## src/rtl/hash_verify_if.sv

```systemverilog
// ============================================================================
//  Module      : hash_verify_if
//  Description : Handshake bundle for hash_verify. It carries the message and
//                expected-digest input channel and the computed-digest result
//                channel, each with its own valid/ready pair.
//                master : the side that supplies messages and consumes results
//                slave  : the verifier itself
//  Ports       : in_valid, in_ready, message[127:0], expected[31:0],
//                out_valid, out_ready, hash_out[31:0], match
//  Revision    : 1.0 - initial release
// ============================================================================
`default_nettype none

interface hash_verify_if;
    logic         in_valid;
    logic         in_ready;
    logic [127:0] message;
    logic [31:0]  expected;
    logic         out_valid;
    logic         out_ready;
    logic [31:0]  hash_out;
    logic         match;

    modport master (
        output in_valid, message, expected, out_ready,
        input  in_ready, out_valid, hash_out, match
    );

    modport slave (
        input  in_valid, message, expected, out_ready,
        output in_ready, out_valid, hash_out, match
    );
endinterface

`default_nettype wire

```

## src/rtl/hash_verify.sv

```systemverilog
// ============================================================================
//  Module      : hash_verify
//  Description : Sequential checker for the 32-bit message hash. It latches a
//                128-bit message and an expected digest, recomputes the digest
//                one 32-bit word per clock over four rounds
//                (h = rotl32(h ^ w, 5) + KCONST), then publishes the digest and
//                a match flag and counts mismatches (saturating).
//  Ports       : clk        - system clock, rising edge
//                reset      - synchronous active-high reset
//                bus        - hash_verify_if.slave (input and result channels)
//                err_count  - saturating count of completed mismatches
//  Revision    : 1.0 - initial release
// ============================================================================
`default_nettype none

module hash_verify (
    input  wire logic       clk,
    input  wire logic       reset,
    hash_verify_if.slave    bus,
    output logic [7:0]      err_count
);

    localparam logic [31:0] INIT   = 32'h811C9DC5;
    localparam logic [31:0] KCONST = 32'h9E3779B9;

    // FINISH is the compare/publish cycle after the fourth round, which puts
    // the result on the fifth edge after accept.
    typedef enum logic [1:0] {
        IDLE   = 2'd0,
        ROUND  = 2'd1,
        FINISH = 2'd2,
        DONE   = 2'd3
    } state_t;

    state_t       state;
    logic [127:0] msg_q;
    logic [31:0]  exp_q;
    logic [31:0]  h;
    logic [1:0]   r;

    logic [31:0]  word;
    logic [31:0]  mix;
    logic [31:0]  h_next;

    // Word 0 is the most significant 32 bits of the message.
    always_comb begin
        word = 32'h0;
        case (r)
            2'd0:    word = msg_q[127:96];
            2'd1:    word = msg_q[95:64];
            2'd2:    word = msg_q[63:32];
            default: word = msg_q[31:0];
        endcase
        mix    = h ^ word;
        h_next = {mix[26:0], mix[31:27]} + KCONST;
    end

    always_ff @(posedge clk) begin
        if (reset) begin
            state         <= IDLE;
            msg_q         <= 128'h0;
            exp_q         <= 32'h0;
            h             <= 32'h0;
            r             <= 2'd0;
            bus.in_ready  <= 1'b1;
            bus.out_valid <= 1'b0;
            bus.hash_out  <= 32'h0;
            bus.match     <= 1'b0;
            err_count     <= 8'h00;
        end else begin
            case (state)
                IDLE: begin
                    if (bus.in_valid && bus.in_ready) begin
                        msg_q        <= bus.message;
                        exp_q        <= bus.expected;
                        h            <= INIT;
                        r            <= 2'd0;
                        bus.in_ready <= 1'b0;
                        state        <= ROUND;
                    end
                end
                ROUND: begin
                    h <= h_next;
                    r <= r + 2'd1;
                    if (r == 2'd3) begin
                        state <= FINISH;
                    end
                end
                FINISH: begin
                    bus.hash_out  <= h;
                    bus.match     <= (h == exp_q);
                    bus.out_valid <= 1'b1;
                    // Counted here only, so a long DONE never recounts.
                    if ((h != exp_q) && (err_count != 8'hFF)) begin
                        err_count <= err_count + 8'd1;
                    end
                    state <= DONE;
                end
                DONE: begin
                    // hash_out and match intentionally keep their values.
                    if (bus.out_ready) begin
                        bus.out_valid <= 1'b0;
                        bus.in_ready  <= 1'b1;
                        state         <= IDLE;
                    end
                end
                default: begin
                    state <= IDLE;
                end
            endcase
        end
    end

endmodule

`default_nettype wire

```

## src/flat_wrapper.sv

```systemverilog
// flat-port wrapper written by rule: the top's interface ports become plain ports
module hash_verify_flat 
  (clk, reset, err_count, bus_in_valid, bus_message, bus_expected, bus_out_ready, bus_in_ready, bus_out_valid, bus_hash_out, bus_match);
  hash_verify_if bus_i ();
  input  wire logic clk;
  input  wire logic reset;
  output logic [7:0] err_count;
  input wire logic [$bits(bus_i.in_valid)-1:0] bus_in_valid;
  input wire logic [$bits(bus_i.message)-1:0] bus_message;
  input wire logic [$bits(bus_i.expected)-1:0] bus_expected;
  input wire logic [$bits(bus_i.out_ready)-1:0] bus_out_ready;
  output wire logic [$bits(bus_i.in_ready)-1:0] bus_in_ready;
  output wire logic [$bits(bus_i.out_valid)-1:0] bus_out_valid;
  output wire logic [$bits(bus_i.hash_out)-1:0] bus_hash_out;
  output wire logic [$bits(bus_i.match)-1:0] bus_match;
  assign bus_i.in_valid = bus_in_valid;
  assign bus_i.message = bus_message;
  assign bus_i.expected = bus_expected;
  assign bus_i.out_ready = bus_out_ready;
  assign bus_in_ready = bus_i.in_ready;
  assign bus_out_valid = bus_i.out_valid;
  assign bus_hash_out = bus_i.hash_out;
  assign bus_match = bus_i.match;
  hash_verify u_core (.clk(clk), .reset(reset), .bus(bus_i), .err_count(err_count));
endmodule
```

## config.mk

```make
export PLATFORM = sky130hd
export DESIGN_NAME = hash_verify_flat
export DESIGN_NICKNAME = d
export VERILOG_FILES = /design/src/rtl/hash_verify_if.sv /design/src/rtl/hash_verify.sv /design/src/flat_wrapper.sv
export SDC_FILE = /design/constraint.sdc
export NUM_CORES = 1
export LEC_CHECK = 0
export CAP_MARGIN = 25
export CORE_MARGIN = 2
export CORE_UTILIZATION = 55
export DETAILED_ROUTE_END_ITERATION = 8
export PLACE_DENSITY = 0.84
export SYNTH_ARGS = -nofsm -noshare
export SYNTH_HDL_FRONTEND = slang
export SYNTH_SLANG_ARGS = --single-unit
export TNS_END_PERCENT = 1
```

## constraint.sdc

```tcl
create_clock -name clk -period 6.34 [get_ports clk]
set_input_delay 1.268 -clock clk [delete_from_list [all_inputs] [get_ports clk]]
set_output_delay 1.268 -clock clk [all_outputs]
set_load 0.01 [all_outputs]
```

Yosys cells after proc, flatten, opt, wreduce, memory -nomap -nowiden
Index checks and enable logic that the tools add are counted.
Storage, ports and cells
  word-level logic and storage cells: 53
  output and inout bits: 43
  flip-flop bits (word level): 239
  input bits: 164
Cells by class
  add/subtract/negate cells: 3
  equality and inequality tests: 12
  reduce and logical (&&, ||, !) cells: 13
  bitwise operators: 1
  muxes and demuxes: 14
Operators by type and width (number)
  $pmux 32 s3: 1
  $pmux 32 s2: 1
  $add 32x32->32 const B: 1
  $eq 32x32->1: 1
  $mux 32: 1
  $ne 32x32->1: 1
  $xor 32x32->32: 1
  $add 8x1->8 const B: 1
  $eq 2x2->1 const B: 4
  $mux 2: 4
  $ne 8x8->1 const B: 1
  $pmux 2 s4: 1
  $reduce_and 2->1: 4
  $reduce_and 3->1: 2
  $reduce_bool 2->1: 3
  $eq 2x1->1 const B: 2
  $logic_not 2->1: 2
  $ne 2x1->1 const B: 2
  $pmux 1 s2: 2
  $pmux 2 s2: 1
  $mux 1: 3
  $add 2x1->2 const B: 1
  $logic_and 1x1->1: 2
  $ne 2x2->1 const B: 1

Depth between registers and ports, before layout
  depth in word-level cells: 5
  mapped depth: 15
  mapped depth without buffers: 15

Least setup slack after synthesis
Ideal clock, no wire load.
  path type: register -> register
  from: register u_core.r[0]
  to: register u_core.h[18]
  setup slack: 3190 ps
  required time: 6261 ps
  arrival time: 3071 ps
  cell stages (with the launch flop): 16
  library setup time: 79 ps
  cell sequence: dfxtp_1 inv_1 ha_1 a222oi_1 a21oi_1 xnor2_1 inv_1 ha_1 inv_1 a2111oi_1 o41ai_1 a211o_2 a31oi_4 nor2_1 xor2_1 a211oi_2
On the way
  longest elaborated chain between the ends: 5
Ends and longest elaborated chain
  from (decl): RTL line hash_verify.sv:39  | logic [1:0] r;
  from (signal assigned): RTL line hash_verify.sv:84  | r <= r + 2'd1;
  $eq 2x2->1, or another cell as far along: RTL line hash_verify.sv:48  | case (r)
  $pmux 32 s3 *: RTL line hash_verify.sv:48
  $xor 32x32->32 *: RTL line hash_verify.sv:54  | mix = h ^ word;
  $add 32x32->32 *: RTL line hash_verify.sv:55  | h_next = {mix[26:0], mix[31:27]} + KCONST;
  $pmux 32 s2 *: RTL line hash_verify.sv:71  | case (state)
  to (signal assigned): RTL line hash_verify.sv:83  | h <= h_next;
  to (decl): RTL line hash_verify.sv:38  | logic [31:0] h;
Every way passes the cells marked *; elsewhere a longest branch is shown, timed or not.
A chain may end at the register's enable or synchronous reset.

Worst setup path after layout
  from: register u_core.r[0]
  to: register u_core.h[30]
Same word-level chain as after synthesis.

==> impl_metrics.csv <==
group,metric,value,unit
pwr,netSwitchingPower,2.305,mW
cells_and_area,diodes,0,
sta,period_share,67.78,%
synth,async_flop_share,0,%
worst_setup_path,worstSetupStartpointType,"flop",
global_routing,antenna_found_initial,0,
worst_setup_path,crit_buf_inv,4,
clock_tree,cts.hold.buffers_added,0,
flow_run,drv_cap,0,
worst_setup_path,max_stage_delay,0.59,ns
synth,yosysTopAreaCell,"dfxtp_1",
worst_setup_path,reg2reg_to,"u_core.h[30]",
sta,max_slew_margin,31.72,%
synth,synth_area_leaders,"dfxtp_1, nand2_1, a21oi_1",
pwr,swShare,39.24,%
clock_tree,cts_sinks,239,
floorplan,die_y,142.1,um
worst_setup_path,slowest_stage,"ha_1",
synth,syn_area,10490,um^2
synth,synth_seq_cells,239,
routing,first_pass_iters,8,
floorplan,fp-row-count,50,
worst_setup_path,startpoint,"u_core.r[0]",
pwr,leakage,5.034,nW
sta,fin_crit,4.297,ns
clock_tree,cts_made_buffers,25,
place,dp_hpwl,20540,um
pwr,clkPwrFrac,24.2,%
routing,num_vias,9761,
synth,synth_top_family_by_area,"simple AND/OR/NAND/NOR gates",
global_routing,grt_max_degree,138,
synth,synth_most_common_cell,"nand2_1",
floorplan,io_pins,207,
global_routing,track_usage,29.22,%
place,routabilityCongestion,0.9423,
synth,synth-simple-area-share,19.79,%
pwr,ir_drop,255.5,uV
synth,synth_common_cells,"nand2_1, dfxtp_1, a21oi_1, nor2_1, clkbuf_1",
sta,finalHoldViolations,0,
worst_setup_path,crit_path_end_kind,"flop",
clock_tree,clk_pin_slew,0.06,ns
place,place_ws,2.138,ns
hold_path,whs_path_depth,2,
routing,wl,29980,um
synth,synth_compound_area_share,17.85,%
clock_tree,h-tree-depth,1,
sta,tightestPinTransition,1.023,ns
cells_and_area,num-nets-final,1626,
routing,wire_per_inst,17.60,um
worst_setup_path,cp_top_family,"compound AO/OA/AOI/OAI gates",
global_routing,grt_pass1_vias,9187,
cells_and_area,syn_to_final_growth,27.72,%
pwr,p_comb_share,39.4,%
place,portBuffers,206,
worst_setup_path,crit_fanout,27,
synth,synthesis.instances,1297,
routing,drtIter0Drc,889,
synth,dominantRegCellSynth,"dfxtp_1",
sta,final.setup.tns,0,ns
sta,setup_viol,0,
hold_path,min-delay-start,"u_core.msg_q[121]",
global_routing,grt_pass1_wl,47170,um
floorplan,die_x,142.1,um
cells_and_area,layout-drive-gt1-share,4.629,%
pwr,p_seq_share,36.3,%
sta,fin_skew,0.01727,ns
clock_tree,cts_tree,"done",
synth,synth-adder-area-share,1.193,%
floorplan,initial_core_util,56.05,%
worst_setup_path,crit_path_frequent_cell,"inv_1",
worst_setup_path,critPathKind,"flop to flop",
cells_and_area,final_util,71.59,%
worst_setup_path,worstPathCellList,"ha_1 > inv_1 > buf_4 > a21oi_1 > xnor2_1 > inv_1 > ha_1 > inv_1 > a2111oi_1 > o41ai_1 > a211o_2 > a21oi_2 > o31ai_2 > xnor2_1 > o21ai_1",
worst_setup_path,reg2reg_depth,15,
status,status,"finished clean",
hold_path,hold_path_class,"flop to flop",
synth,synth-xor-area-share,8.413,%
cells_and_area,fin_area,13390,um^2
sta,setup_ws,2.043,ns
sta,max_freq,0.2327,GHz
sta,holdWs,0.4555,ns
worst_setup_path,critical_path_required,6.73,ns
synth,synth-edff-count,0,
routing,drtAntennaViolNets,0,
routing,drcViolationCount,0,
clock_tree,cts_setup_buffers,0,
synth,synthDistinctLibCells,56,
synth,synth_top_area_share,45.63,%
global_routing,grt.overflow.total,0,
routing,vias_per_cell,5.732,
floorplan,dieArea,20180,um^2
sta,slew_violations,0,
clock_tree,cts_root_buf,"clkbuf_16",
place,placed_cell_area,12600,um^2
synth,synth_nets,1471,
sta,rsz0062_at_grt,"false",
synth,synth_warnings,0,
worst_setup_path,r2r-start,"u_core.r[0]",
floorplan,core,18710,um^2
hold_path,whs_endpoint,"u_core.msg_q[121]",
worst_setup_path,r2r_setup_slack,2.04,ns
clock_tree,clock_path_buffers,3,
clock_tree,cts_resized,0,
synth,muxShareOfSynthArea,3.246,%
worst_setup_path,crit_arrival,4.69,ns
synth,syn_area_per_cell,8.084,um^2
synth,synth_seq_area_share,45.63,%
pwr,intPower,3.570,mW
clock_tree,clk_latency,0.52,ns
pwr,power_density,438.7,nW/um^2
worst max-delay path by stage:
stage,depth (start not counted),to
2_1_floorplan,15,u_core.h[18]
3_3_place_gp,15,u_core.h[18]
3_5_place_dp,15,u_core.h[30]
4_1_cts,15,u_core.h[30]
5_1_grt,15,u_core.h[26]
6_report,15,u_core.h[30]
cell type report:
cell class	instances	area [um^2]
clock inverters	6	61.31
fillers	1409	5314
flip-flops and latches	239	4785
inverters	17	63.81
clock buffers	38	734.5
multi-input cells	953	5316
well taps	234	292.8
repair buffers	216	2138
metal layers:
layer	share of wire, %	global-route usage [%]
met1	41	38.41
met2	49	49.96
met3	6.0	2.961
met4	3.5	10.84
met5	0	0
registers in the layout, indices dropped and copies added (netlist names):
signal and count:
u_core.bus.hash_out 32, u_core.bus.in_ready 1, u_core.bus.match 1, u_core.bus.out_valid 1, u_core.err_count 8, u_core.exp_q 32
u_core.h 32, u_core.msg_q 128, u_core.r 2, u_core.state 2
tightest hold or removal path: stages (launching register included):
cell and delay (ns):
dfxtp_1 0.31, nand2_1 0.05, a21oi_1 0.05
stage by stage:
stage          std cells  total power, mW
5_1_grt             1703            6.197
2_1_floorplan       1297            3.732
3_5_place_dp        1659            4.412
6_report            1703            5.875
3_3_place_gp        1659            4.355
4_1_cts             1703            5.844
cell families after synthesis:
kind of cell,after synthesis
adder cells (fa/ha/maj),10
flip-flops,239
AO/OA/AOI/OAI,301
XOR/XNOR,99
multiplexers,34
AND/OR/NAND/NOR,509
buffers and inverters,105
placed cells by master (no fill, tap or decap), types with 7 or more instances in the layout:
cell type / count
a22oi_1: 7
o21ai_0: 16
dfxtp_1: 239
nor4_1: 11
a21oi_1: 202
a211oi_1: 11
clkbuf_16: 25
inv_1: 17
buf_4: 10
nand2_1: 344
xor2_1: 54
nor2_1: 96
nor2b_1: 22
clkbuf_1: 7
nand3_1: 10
xnor2_1: 43
mux2i_1: 34
ha_1: 9
a222oi_1: 31
clkdlybuf4s50_1: 205
power groups by stage:
stage	combinational, mW	sequential, mW	clock [mW]
global placement	2.22	2.14	0
global route	2.54	2.16	1.49
floorplan	1.70	2.03	0
finish	2.32	2.13	1.42
CTS	2.29	2.12	1.43
detailed placement	2.26	2.15	0
Power figures use the tool's default switching activity.
